<file path="src/rtl/mux2x1_sel_arbiter.sv">
// mux2x1_sel_arbiter
//   Registered select controller for a 2:1 mux. Two sources (in1, in2)
//   are arbitrated round-robin. Each grant tenure lasts at most DWELL
//   cycles. A registered copy of the granted data is also produced.
//
//   Optional feature macro: MUX_SEL_PRIORITY_EN
//     When defined, in1 wins every tie (fixed priority) and no
//     last-served history is kept.
//
// Parameters
//   WIDTH  data width of in1, in2 and out
//   DWELL  maximum cycles per grant tenure (1..255)
//
// Ports
//   clk     rising-edge clock
//   rst     asynchronous active-high reset
//   req1    source 1 request
//   req2    source 2 request
//   in1     source 1 data
//   in2     source 2 data
//   select  registered mux select (0 = in1, 1 = in2)
//   grant1  registered, source 1 owns the mux
//   grant2  registered, source 2 owns the mux
//   out     registered mux result
//   valid   out holds data captured during a grant
module mux2x1_sel_arbiter #(
  parameter int WIDTH = 1,
  parameter int DWELL = 4
) (
  input  logic             clk,
  input  logic             rst,
  input  logic             req1,
  input  logic             req2,
  input  logic [WIDTH-1:0] in1,
  input  logic [WIDTH-1:0] in2,
  output logic             select,
  output logic             grant1,
  output logic             grant2,
  output logic [WIDTH-1:0] out,
  output logic             valid
);

  localparam int             CW     = (DWELL < 2) ? 1 : $clog2(DWELL + 1);
  localparam logic [CW-1:0]  RELOAD = CW'(DWELL - 1);

  typedef enum logic [1:0] {IDLE, GRANT1, GRANT2} state_t;

  state_t        state, state_nxt;
  logic [CW-1:0] count;
  logic          arm;       // next edge starts a fresh tenure
  logic          tie_to2;   // winner of a simultaneous request at IDLE

`ifdef MUX_SEL_PRIORITY_EN
  assign tie_to2 = 1'b0;
`else
  // 1 when source 2 was the most recently granted source
  logic last_served2;
  assign tie_to2 = ~last_served2;
`endif

  // Next state. Requests are only examined at IDLE and at the
  // end of a tenure; changes mid-tenure never preempt.
  always_comb begin
    state_nxt = state;
    arm       = 1'b0;
    case (state)
      IDLE: begin
        if (req1 && req2) state_nxt = tie_to2 ? GRANT2 : GRANT1;
        else if (req1)    state_nxt = GRANT1;
        else if (req2)    state_nxt = GRANT2;
        arm = (state_nxt != IDLE);
      end
      GRANT1: begin
        if (count == '0 || !req1) begin
`ifdef MUX_SEL_PRIORITY_EN
          if (req1)      state_nxt = GRANT1;
          else if (req2) state_nxt = GRANT2;
          else           state_nxt = IDLE;
`else
          if (req2)      state_nxt = GRANT2;
          else if (req1) state_nxt = GRANT1;
          else           state_nxt = IDLE;
`endif
          arm = (state_nxt != IDLE);
        end
      end
      GRANT2: begin
        // Source 1 takes over first under both policies.
        if (count == '0 || !req2) begin
          if (req1)      state_nxt = GRANT1;
          else if (req2) state_nxt = GRANT2;
          else           state_nxt = IDLE;
          arm = (state_nxt != IDLE);
        end
      end
      default: state_nxt = IDLE;
    endcase
  end

  always_ff @(posedge clk or posedge rst) begin
    if (rst) state <= IDLE;
    else     state <= state_nxt;
  end

  // Dwell counter
  always_ff @(posedge clk or posedge rst) begin
    if (rst)                    count <= '0;
    else if (arm)               count <= RELOAD;
    else if (state_nxt == IDLE) count <= '0;
    else if (count != '0)       count <= count - CW'(1);
  end

`ifndef MUX_SEL_PRIORITY_EN
  // Reset value points at in2 so the first tie goes to in1.
  always_ff @(posedge clk or posedge rst) begin
    if (rst)      last_served2 <= 1'b1;
    else if (arm) last_served2 <= (state_nxt == GRANT2);
  end
`endif

  // Outputs follow the next state so grant, select, out and valid all
  // update on the same edge that samples the request. A source whose
  // request is low never reaches state_nxt == its GRANT, so its data is
  // not captured on that edge.
  always_ff @(posedge clk or posedge rst) begin
    if (rst) begin
      select <= 1'b0;
      grant1 <= 1'b0;
      grant2 <= 1'b0;
      out    <= '0;
      valid  <= 1'b0;
    end else begin
      case (state_nxt)
        GRANT1: begin
          select <= 1'b0;
          grant1 <= 1'b1;
          grant2 <= 1'b0;
          out    <= in1;
          valid  <= 1'b1;
        end
        GRANT2: begin
          select <= 1'b1;
          grant1 <= 1'b0;
          grant2 <= 1'b1;
          out    <= in2;
          valid  <= 1'b1;
        end
        default: begin
          // select and out hold their last values
          grant1 <= 1'b0;
          grant2 <= 1'b0;
          valid  <= 1'b0;
        end
      endcase
    end
  end

endmodule

</file>
<file path="config.mk">
export PLATFORM = sky130hd
export DESIGN_NAME = mux2x1_sel_arbiter
export DESIGN_NICKNAME = d
export VERILOG_FILES = /design/src/rtl/mux2x1_sel_arbiter.sv
export SDC_FILE = /design/constraint.sdc
export NUM_CORES = 1
export LEC_CHECK = 0
export CAP_MARGIN = 20
export CORE_AREA = 3 3 40 42
export CTS_BUF_LIST = sky130_fd_sc_hd__clkbuf_16
export CTS_CLUSTER_DIAMETER = 120
export DETAILED_ROUTE_END_ITERATION = 16
export DIE_AREA = 0 0 43 45
export PLACE_DENSITY = 0.68
export SETUP_SLACK_MARGIN = 0.4
export SLEW_MARGIN = 20
export SYNTH_ARGS = -nofsm -noshare
export SYNTH_HDL_FRONTEND = slang
export SYNTH_SLANG_ARGS = --single-unit
</file>
<file path="constraint.sdc">
create_clock -name clk -period 3.9 [get_ports clk]
set_clock_uncertainty 0.2 [all_clocks]
set_input_delay 0.585 -clock clk [delete_from_list [all_inputs] [get_ports clk]]
set_output_delay 0.585 -clock clk [all_outputs]
set_load 0.1 [all_outputs]
</file>
=== After elaboration in Yosys (flattened, before gate mapping) ===
Index checks and enable logic that the tools add are counted.

* Register bits after elaboration: 11
* Input port bits: 6
* Logic and storage cells: 55
* Output and inout port bits: 5

* Reductions and logical operators: 15
* Equality and inequality tests: 4
* Mux-type cells: 27
* Add/subtract/negate cells: 1

{| class="wikitable"
|+ Operator list
! operator !! count
|-
| $mux 2 || 14
|-
| $mux 3 || 3
|-
| $reduce_bool 2->1 || 4
|-
| $mux 1 || 6
|-
| $pmux 2 s3 || 1
|-
| $reduce_bool 3->1 || 2
|-
| $eq 2x1->1 const B || 2
|-
| $eq 2x2->1 const B || 2
|-
| $logic_not 2->1 || 2
|-
| $pmux 1 s2 || 2
|-
| $logic_not 3->1 || 1
|-
| $pmux 1 s3 || 1
|-
| $sub 3x1->3 const B || 1
|-
| $logic_not 1->1 || 2
|-
| $logic_or 1x1->1 || 2
|-
| $reduce_or 2->1 || 1
|-
| $logic_and 1x1->1 || 1
|}

=== Longest topological paths before layout ===
Gate-level depths: netlist of the first run.

* Depth after elaboration: 9
* Gate-level depth with buffers: 9
* Mapped depth without buffers: 8

=== Worst setup path before layout of the first run ===
No wires, ideal clock.

* Kind: reg2reg
* From: reg count[0]
* To: reg select
* Clock period less this slack: 2263 ps
* Library setup time: 125 ps
* Slack: 1637 ps
* Cell stages (with the launch flop): 9
* Arrival: 1937 ps
* Cells stage by stage: dfrtp_1 -> inv_1 -> ha_1 -> nor2b_2 -> buf_6 -> o211ai_1 -> a311o_1 -> ha_1 -> mux2_2

* Longest elaborated chain between the ends: 6
* Elaborated cells on any way between the ends: 10
* Those cells by class: 2 x eq/ne; 4 x mux; 4 x reduce/logical

{| class="wikitable"
|+ RTL lines
! what !! line !! source
|-
| start, declared || 49 || <nowiki>logic [CW-1:0] count;</nowiki>
|-
| start signal, assigned || 110 || <nowiki>else if (count != '0) count <= count - CW'(1);</nowiki>
|-
| $logic_not 3->1 (*) || 74, 89 ||
|-
| $logic_or 1x1->1, on equally long branches || 89, 74 ||
|-
| $mux 2, on equally long branches || 89, 74 ||
|-
| $pmux 2 s3 (*) || 66 || <nowiki>case (state)</nowiki>
|-
| $eq 2x2->1 or $eq 2x1->1 (tied branches) || 133 || <nowiki>case (state_nxt)</nowiki>
|-
| $pmux 1 s2 or $reduce_bool 2->1 (tied branches) || -- ||
|-
| end signal, assigned || 127 || <nowiki>select <= 1'b0;</nowiki>
|-
| end signal, assigned || 135 || <nowiki>select <= 1'b0;</nowiki>
|-
| end signal, assigned || 142 || <nowiki>select <= 1'b1;</nowiki>
|-
| end, declared || 36 || <nowiki>output logic select,</nowiki>
|}

Mark *: on every way between the ends. The rest lies on a longest branch, timed or not.
A chain may end at the register's enable or synchronous reset.

=== Final worst setup path of the first run ===
Same ends and word-level chain as after synthesis.

==> impl_results.md, run 1 <==
- Largest family of logic cells by synthesized area: compound AO/OA/AOI/OAI gates
- DP Worst Slack: 1.15 ns
- WL final: 978 um
- Max-slew violation count: 0
- Seq pwr share: 0.263
- Clock tree sinks: 11
- TritonCTS buffer count: 3
- Port Buffer Count: 10
- # IOs: 11
- Layout cells sized above 1: 0.133
- Core Footprint: between 1000 and 1500 um^2
- Slowest cell on crit path: nor2b_2
- CP Launch Type: flop
- Hold WS: roughly 0.3 ns
- Hpwl dp: 705 um
- Drt first pass iters: 2
- Yosys reg bits: 11
- CTS Root Cell: clkbuf_16
- Clk network pwr share: 0.254
- Vias in the first global route: 409
- Vias: 394
- Leakage: 0.336 nW
- Sw Ratio: 0.439
- Int Pwr: 0.402 mW
- Postcts setup bufs: 0
- Max clock buf depth: 2
- Grt total ovfl: 0
- Final hold vios: 0
- Synth top area share: 0.440
- Initial antenna violation count: 0
- Minimum clock period: 2.57 ns
- Post-synthesis simple-gate area fraction: 0.0901
- Run status: finished clean
- Post-synthesis xor/xnor area fraction: 0.0308
- FMAX: 389 MHz
- Worst Path Required: 3.82 ns
- Mux cell area share after synthesis: 0.0769
- CP Capture Point: select$_DFFE_PP0P_
- Crit path cell chain: inv_1 -> ha_1 -> nor2b_2 -> o211ai_1 -> a311o_1 -> ha_1 -> mux2_2
- Via density: 5.25
- First-pass GRT wire length: between 1500 and 2000 um
- N_diodes: 0
- Core Rows: 13
- Tot GR Track Use: 0.130
- Syn_nets: 58
- Path type of the worst setup path: reg2reg
- Final worst slack: around 1.3 ns
- CTS tree: done
- Post-synthesis sequential area ratio: 0.486
- PD cells: 948 nW/um^2
- RSZ-0062 raised after global routing: false
- Largest net degree at the start of global routing: 12
- FF-to-FF Start: count[0]$_DFFE_PP0P_
- Syn Inst Count: 47
- R2R cell count: 7
- Reg2reg end: select$_DFFE_PP0P_
- ANT nets after route: 0
- Post-route clock period utilization: 0.660
- Max-cap violations: 0
- Die Area: 1940 um^2
- Worst skew pair latency: 0.24 ns
- Post-cts hold buffer count: 0
- Critical path peak fanout: 10
- Setup TNS: 0 ns
- Endpoints failing setup: 0
- Syn avg cell area: 12.1 um^2
- Max incr delay on CP: roughly 0.39 ns
- Synthesized area: between 500 and 600 um^2
- Synth Area in Adders: 0.110
- Setup crit start: count[0]$_DFFE_PP0P_
- Top post-synthesis cells by area: dfrtp_1, ha_1, dfstp_2, mux2_1, a311o_1
- # DRC: 0
- Synthesis Warnings: 0
- Iteration-0 DRC Markers: 2
- Compound-Gate Fraction of Synth Area: 0.167
- Count of nets after finishing: a little over 70
- Area grow syn2layout: 32.7%
- Final GP Congestion: 0.806
- Hold Crit Start: select$_DFFE_PP0P_
- CP endpoint kind: flop
- Post-synthesis cell type with the largest combined area: dfrtp_1
- Depth of the CTS H-tree: 1
- Chip height: roughly 45 um
- Gate power share: 0.483
- Critical Path Most Common Cell: ha_1
- Crit path DAT: 2.49 ns
- Measured slew at the worst slew-check pin: 0.976 ns
- P_sw: around 0.31 mW
- Slew headroom: 0.348
- WL/cell: about 13 um
- Hold WC Path Type: reg2reg
- Synth unique cells: 23
- Maximum VDD drop: 0.000699 V
- Post-cts sizing count: 0
- Initial Util: 0.443
- R2R setup slack: 1.33 ns
- Worst-path clk slew: 0.04 ns
- Width of the die: between 40 and 50 um
cell type report:
class | instances | area (um^2)
clock buffer | 3 | 75.1
clock inverter | 1 | 3.75
fill | 112 | 529
inverter | 3 | 11.3
multi-input combinational | 32 | 270
sequential | 11 | 277
tap | 15 | 18.8
timing repair buffer | 10 | 100
layer usage:
metal / vias up / GRT usage / wire length (um) / share of wire
met3: 4 / 0.0438 / 48 / 0.049
met2: 7 / 0.210 / 494 / 0.51
met1: 186 / 0.137 / 409 / 0.42
met5: - / 0 / 0 / 0
li1: 197 / - / - / -
met4: 0 / 0.108 / 25 / 0.026
cell usage after synthesis (all sizes together):
cell and count:
o221ai 1, a22oi 1, xnor2 1, mux2 3, a311o 2, a21oi 1
a311oi 2, nor3 1, and3 1, o211ai 2, inv 3, nand2 4
mux2i 1, nor2 2, ha 5, dfstp 1, nor2b 1, dfrtp 10
buf 1, xor2 1, o21ai 2, nor4b 1
power by group through the flow:
stage,logic [mW],clock network (mW),registers (mW)
2_1_floorplan,0.134,0,0.334
3_3_place_gp,0.344,0,0.190
3_5_place_dp,0.347,0,0.190
4_1_cts,0.350,0.187,0.188
5_1_grt,0.373,0.191,0.194
6_report,0.346,0.182,0.188
critical path, delay by kind of cell (launching register included):
family	cells	cell delay [ns]
AO/OA/AOI/OAI	2	0.57
adder cells (fa/ha/maj)	2	0.49
AND/OR/NAND/NOR	1	0.39
flip-flops	1	0.35
multiplexers	1	0.34
buffers and inverters	1	0.11
stage by stage:
step,utilization,total power [mW],area (um^2),std cells
final,0.588,0.716,756,75
after global routing,0.588,0.757,756,75
after CTS,0.588,0.726,756,75
after detailed placement,0.527,0.537,677,71
after global placement,0.527,0.534,677,71
after floorplan,-,0.468,569,47
kinds of logic (layout without fill, tap and decap cells):
| logic type | count (synthesis) | in the layout |
|---|---|---|
| compound gates | 11 | 11 |
| flops | 11 | 11 |
| simple gates | 10 | 10 |
| fa+ha+maj | 5 | 5 |
| mux | 4 | 4 |
| buf+inv | 4 | 17 |
| xor+xnor | 2 | 2 |
cell usage in the layout (no fill, tap or decap), types with 2 or more instances in the layout:
master,instances
a311o_1,2
o211ai_1,2
clkdlybuf4s50_1,10
o21ai_1,2
mux2_1,2
dfrtp_1,10
ha_1,5
inv_1,4
nor2_1,2
a311oi_1,2
clkbuf_16,3
nand2_1,4
sequential cells by signal (all words and copies together), names as in the netlist:
signal,flops
count,3
grant1,1
grant2,1
last_served2,1
out,1
select,1
state,2
valid,1
how the worst min path moves through the flow:
stage | slack, ns | end | depth (start not counted)
2_1_floorplan | 0.24 | count[0]$_DFFE_PP0P_ | 1
3_3_place_gp | 0.29 | select$_DFFE_PP0P_ | 1
3_5_place_dp | 0.30 | select$_DFFE_PP0P_ | 1
4_1_cts | 0.30 | select$_DFFE_PP0P_ | 1
5_1_grt | 0.31 | select$_DFFE_PP0P_ | 1
6_report | 0.30 | select$_DFFE_PP0P_ | 1
No activity file was read; power rests on OpenSTA's default activity.
==> inputs of run 2 (changes only) <==
--- a/config.mk
+++ b/config.mk
@@ -6,12 +6,12 @@
 export NUM_CORES = 1
 export LEC_CHECK = 0
 export CAP_MARGIN = 20
-export CORE_AREA = 3 3 40 42
+export CORE_MARGIN = 3
+export CORE_UTILIZATION = 43
 export CTS_BUF_LIST = sky130_fd_sc_hd__clkbuf_16
 export CTS_CLUSTER_DIAMETER = 120
 export DETAILED_ROUTE_END_ITERATION = 16
-export DIE_AREA = 0 0 43 45
-export PLACE_DENSITY = 0.68
+export PLACE_DENSITY = 0.71
 export SETUP_SLACK_MARGIN = 0.4
 export SLEW_MARGIN = 20
 export SYNTH_ARGS = -nofsm -noshare
==> constraint.sdc (replaced) <==
create_clock -name clk -period 2.2 [get_ports clk]
set_clock_uncertainty 0.2 [all_clocks]
set_input_delay 0.33 -clock clk [delete_from_list [all_inputs] [get_ports clk]]
set_output_delay 0.33 -clock clk [all_outputs]
set_load 0.1 [all_outputs]
==> impl_results.md, run 2 (synthesized netlist as in run 1, its figures left out) <==
- Crit path DAT: 2.06 ns
- WL/cell: about 16 um
- Max-slew violation count: 0
- Critical path peak fanout: 3
- Largest net degree at the start of global routing: 12
- FMAX: between 400 and 500 MHz
- RSZ-0062 raised after global routing: true
- # IOs: 11
- PD cells: between 1500 and 2000 nW/um^2
- Core Rows: 12
- Leakage: 0.415 nW
- Grt total ovfl: 0
- Depth of the CTS H-tree: 1
- Max clock buf depth: 2
- Count of nets after finishing: 83
- Max-cap violations: 0
- Minimum clock period: 2.13 ns
- TritonCTS buffer count: 3
- Area grow syn2layout: 57.1%
- Final GP Congestion: between 0.8 and 0.9
- CTS Root Cell: clkbuf_16
- Final hold vios: 0
- Path type of the worst setup path: reg2reg
- Placed instance count: 75
- Measured slew at the worst slew-check pin: 0.490 ns
- Cell family with most CP delay: compound AO/OA/AOI/OAI gates
- Endpoints failing setup: 0
- Run status: finished clean
- Drt first pass iters: 4
- Fill cells: between 70 and 80
- Slew headroom: 0.671
- Initial Util: 0.486
- Commonest cells after routing, fill and taps aside: buf_4, dfrtp_1, nand2_1, clkdlybuf4s50_1, clkbuf_16
- Worst-path clk slew: 0.04 ns
- Core Footprint: 1170 um^2
- # DRC: 0
- Via density: 5.55
- Iteration-0 DRC Markers: 7
- Vias in the first global route: 458
- Maximum VDD drop: 0.000914 V
- DP Area: 734 um^2
- Hold WC Path Type: in2async
- Hpwl dp: 839 um
- Cell area after layout: 895 um^2
- Finished Layout Cells: 85
- ANT nets after route: 0
- Commonest non-fill, non-tap cell in the layout: buf_4
- Tot GR Track Use: 0.160
- Worst skew pair latency: between 0.2 and 0.25 ns
- Die Area: 1800 um^2
- CP Launch Type: flop
- Most flop-heavy register: count
- First-pass GRT wire length: 2110 um
- CTS tree: done
- Worst Path Required: 2.12 ns
- Max FFs per register: 3
- Max incr delay on CP: 0.37 ns
- Layout cells sized above 1: 0.493
- Initial antenna violation count: 0
- Vias: 472
- Sum of buffers and inverters on the critical path: 1
- Clock tree sinks: 11
- Width of the die: 42.4 um
- Critical Path Most Common Cell: ha_4
- WL final: around 1400 um
- Top flop regs: count (3), state (2)
- N_diodes: 0
- Post-route clock period utilization: 0.969
- CP endpoint kind: flop
- Port Buffer Count: 10
- Crit path cell chain: inv_2 -> ha_4 -> nor2b_4 -> o211ai_1 -> a311o_1 -> ha_4 -> mux2_4
- Slowest cell on crit path: dfrtp_1
- Chip height: 42.4 um
[run 2: stage by stage]
step	TNS (ns)	total power, mW	utilization	hold WS [ns]	setup slack [ns]
CTS	0	1.41	0.724	0.209	0.111
finish	0	1.49	0.764	0.198	0.0684
floorplan	0	0.879	-	-0.0183	0.0801
global placement	-0.0974	1.00	0.627	0.304	-0.0553
detailed placement	-0.281	1.03	0.627	0.311	-0.139
global route	0	1.56	0.764	0.248	0.00881
[run 2: power by group]
part	switching [mW]	internal (mW)	total [mW]
clock network	0.0922	0.239	0.331
registers	0.0642	0.288	0.352
logic	0.499	0.308	0.807
total	0.655	0.834	1.49
[run 2: what timing repair did]
action | 4_1_cts | 5_1_grt
pin swaps | 5 | 4
setup endpoints to repair | 8 | 9
resized for setup | 2 | 7
cloned | 0 | 0
hold buffers | 0 | 0
buffers inserted | 3 | 3
[run 2: final timing paths]
kind	from	endpoint	slack, ns	cells past startpoint
max	count[1]$_DFFE_PP0P_	select$_DFFE_PP0P_	0.07	7
min	rst	out$_DFFE_PP0P_	0.20	2
max reg2reg	count[1]$_DFFE_PP0P_	select$_DFFE_PP0P_	0.07	7
min reg2reg	out$_DFFE_PP0P_	out$_DFFE_PP0P_	0.33	2
max in group asynchronous	rst	last_served2$_DFFE_PP1P_	1.27	2
min in group clk	req1	state[1]$_DFF_PP0_	0.32	2
[run 2: layer usage]
layer / GRT usage / share of wire / vias to the layer above
li1: - / - / 224
met1: 0.187 / 0.42 / 225
met2: 0.252 / 0.51 / 16
met3: 0.0687 / 0.046 / 7
met4: 0.0745 / 0.028 / 0
met5: 0 / 0 / -
[run 2: final cells by class]
type,instances,area (um^2),share of cell area
Timing Repair Buffer,21,176,0.197
Clock buffer,3,75.1,0.0839
Sequential cell,11,277,0.309
Tap cell,14,17.5,0.0196
Inverter,3,11.3,0.0126
Clock inverter,1,3.75,0.00420
Multi-Input combinational cell,32,334,0.373
==> inputs of run 3 (changes only) <==
--- a/config.mk
+++ b/config.mk
@@ -9,7 +9,6 @@
 export CORE_MARGIN = 3
 export CORE_UTILIZATION = 43
 export CTS_BUF_LIST = sky130_fd_sc_hd__clkbuf_16
-export CTS_CLUSTER_DIAMETER = 120
 export DETAILED_ROUTE_END_ITERATION = 16
 export PLACE_DENSITY = 0.71
 export SETUP_SLACK_MARGIN = 0.4
==> results of run 3 <==
No change in the layout: final DEF, timing and power equal those of run 2.
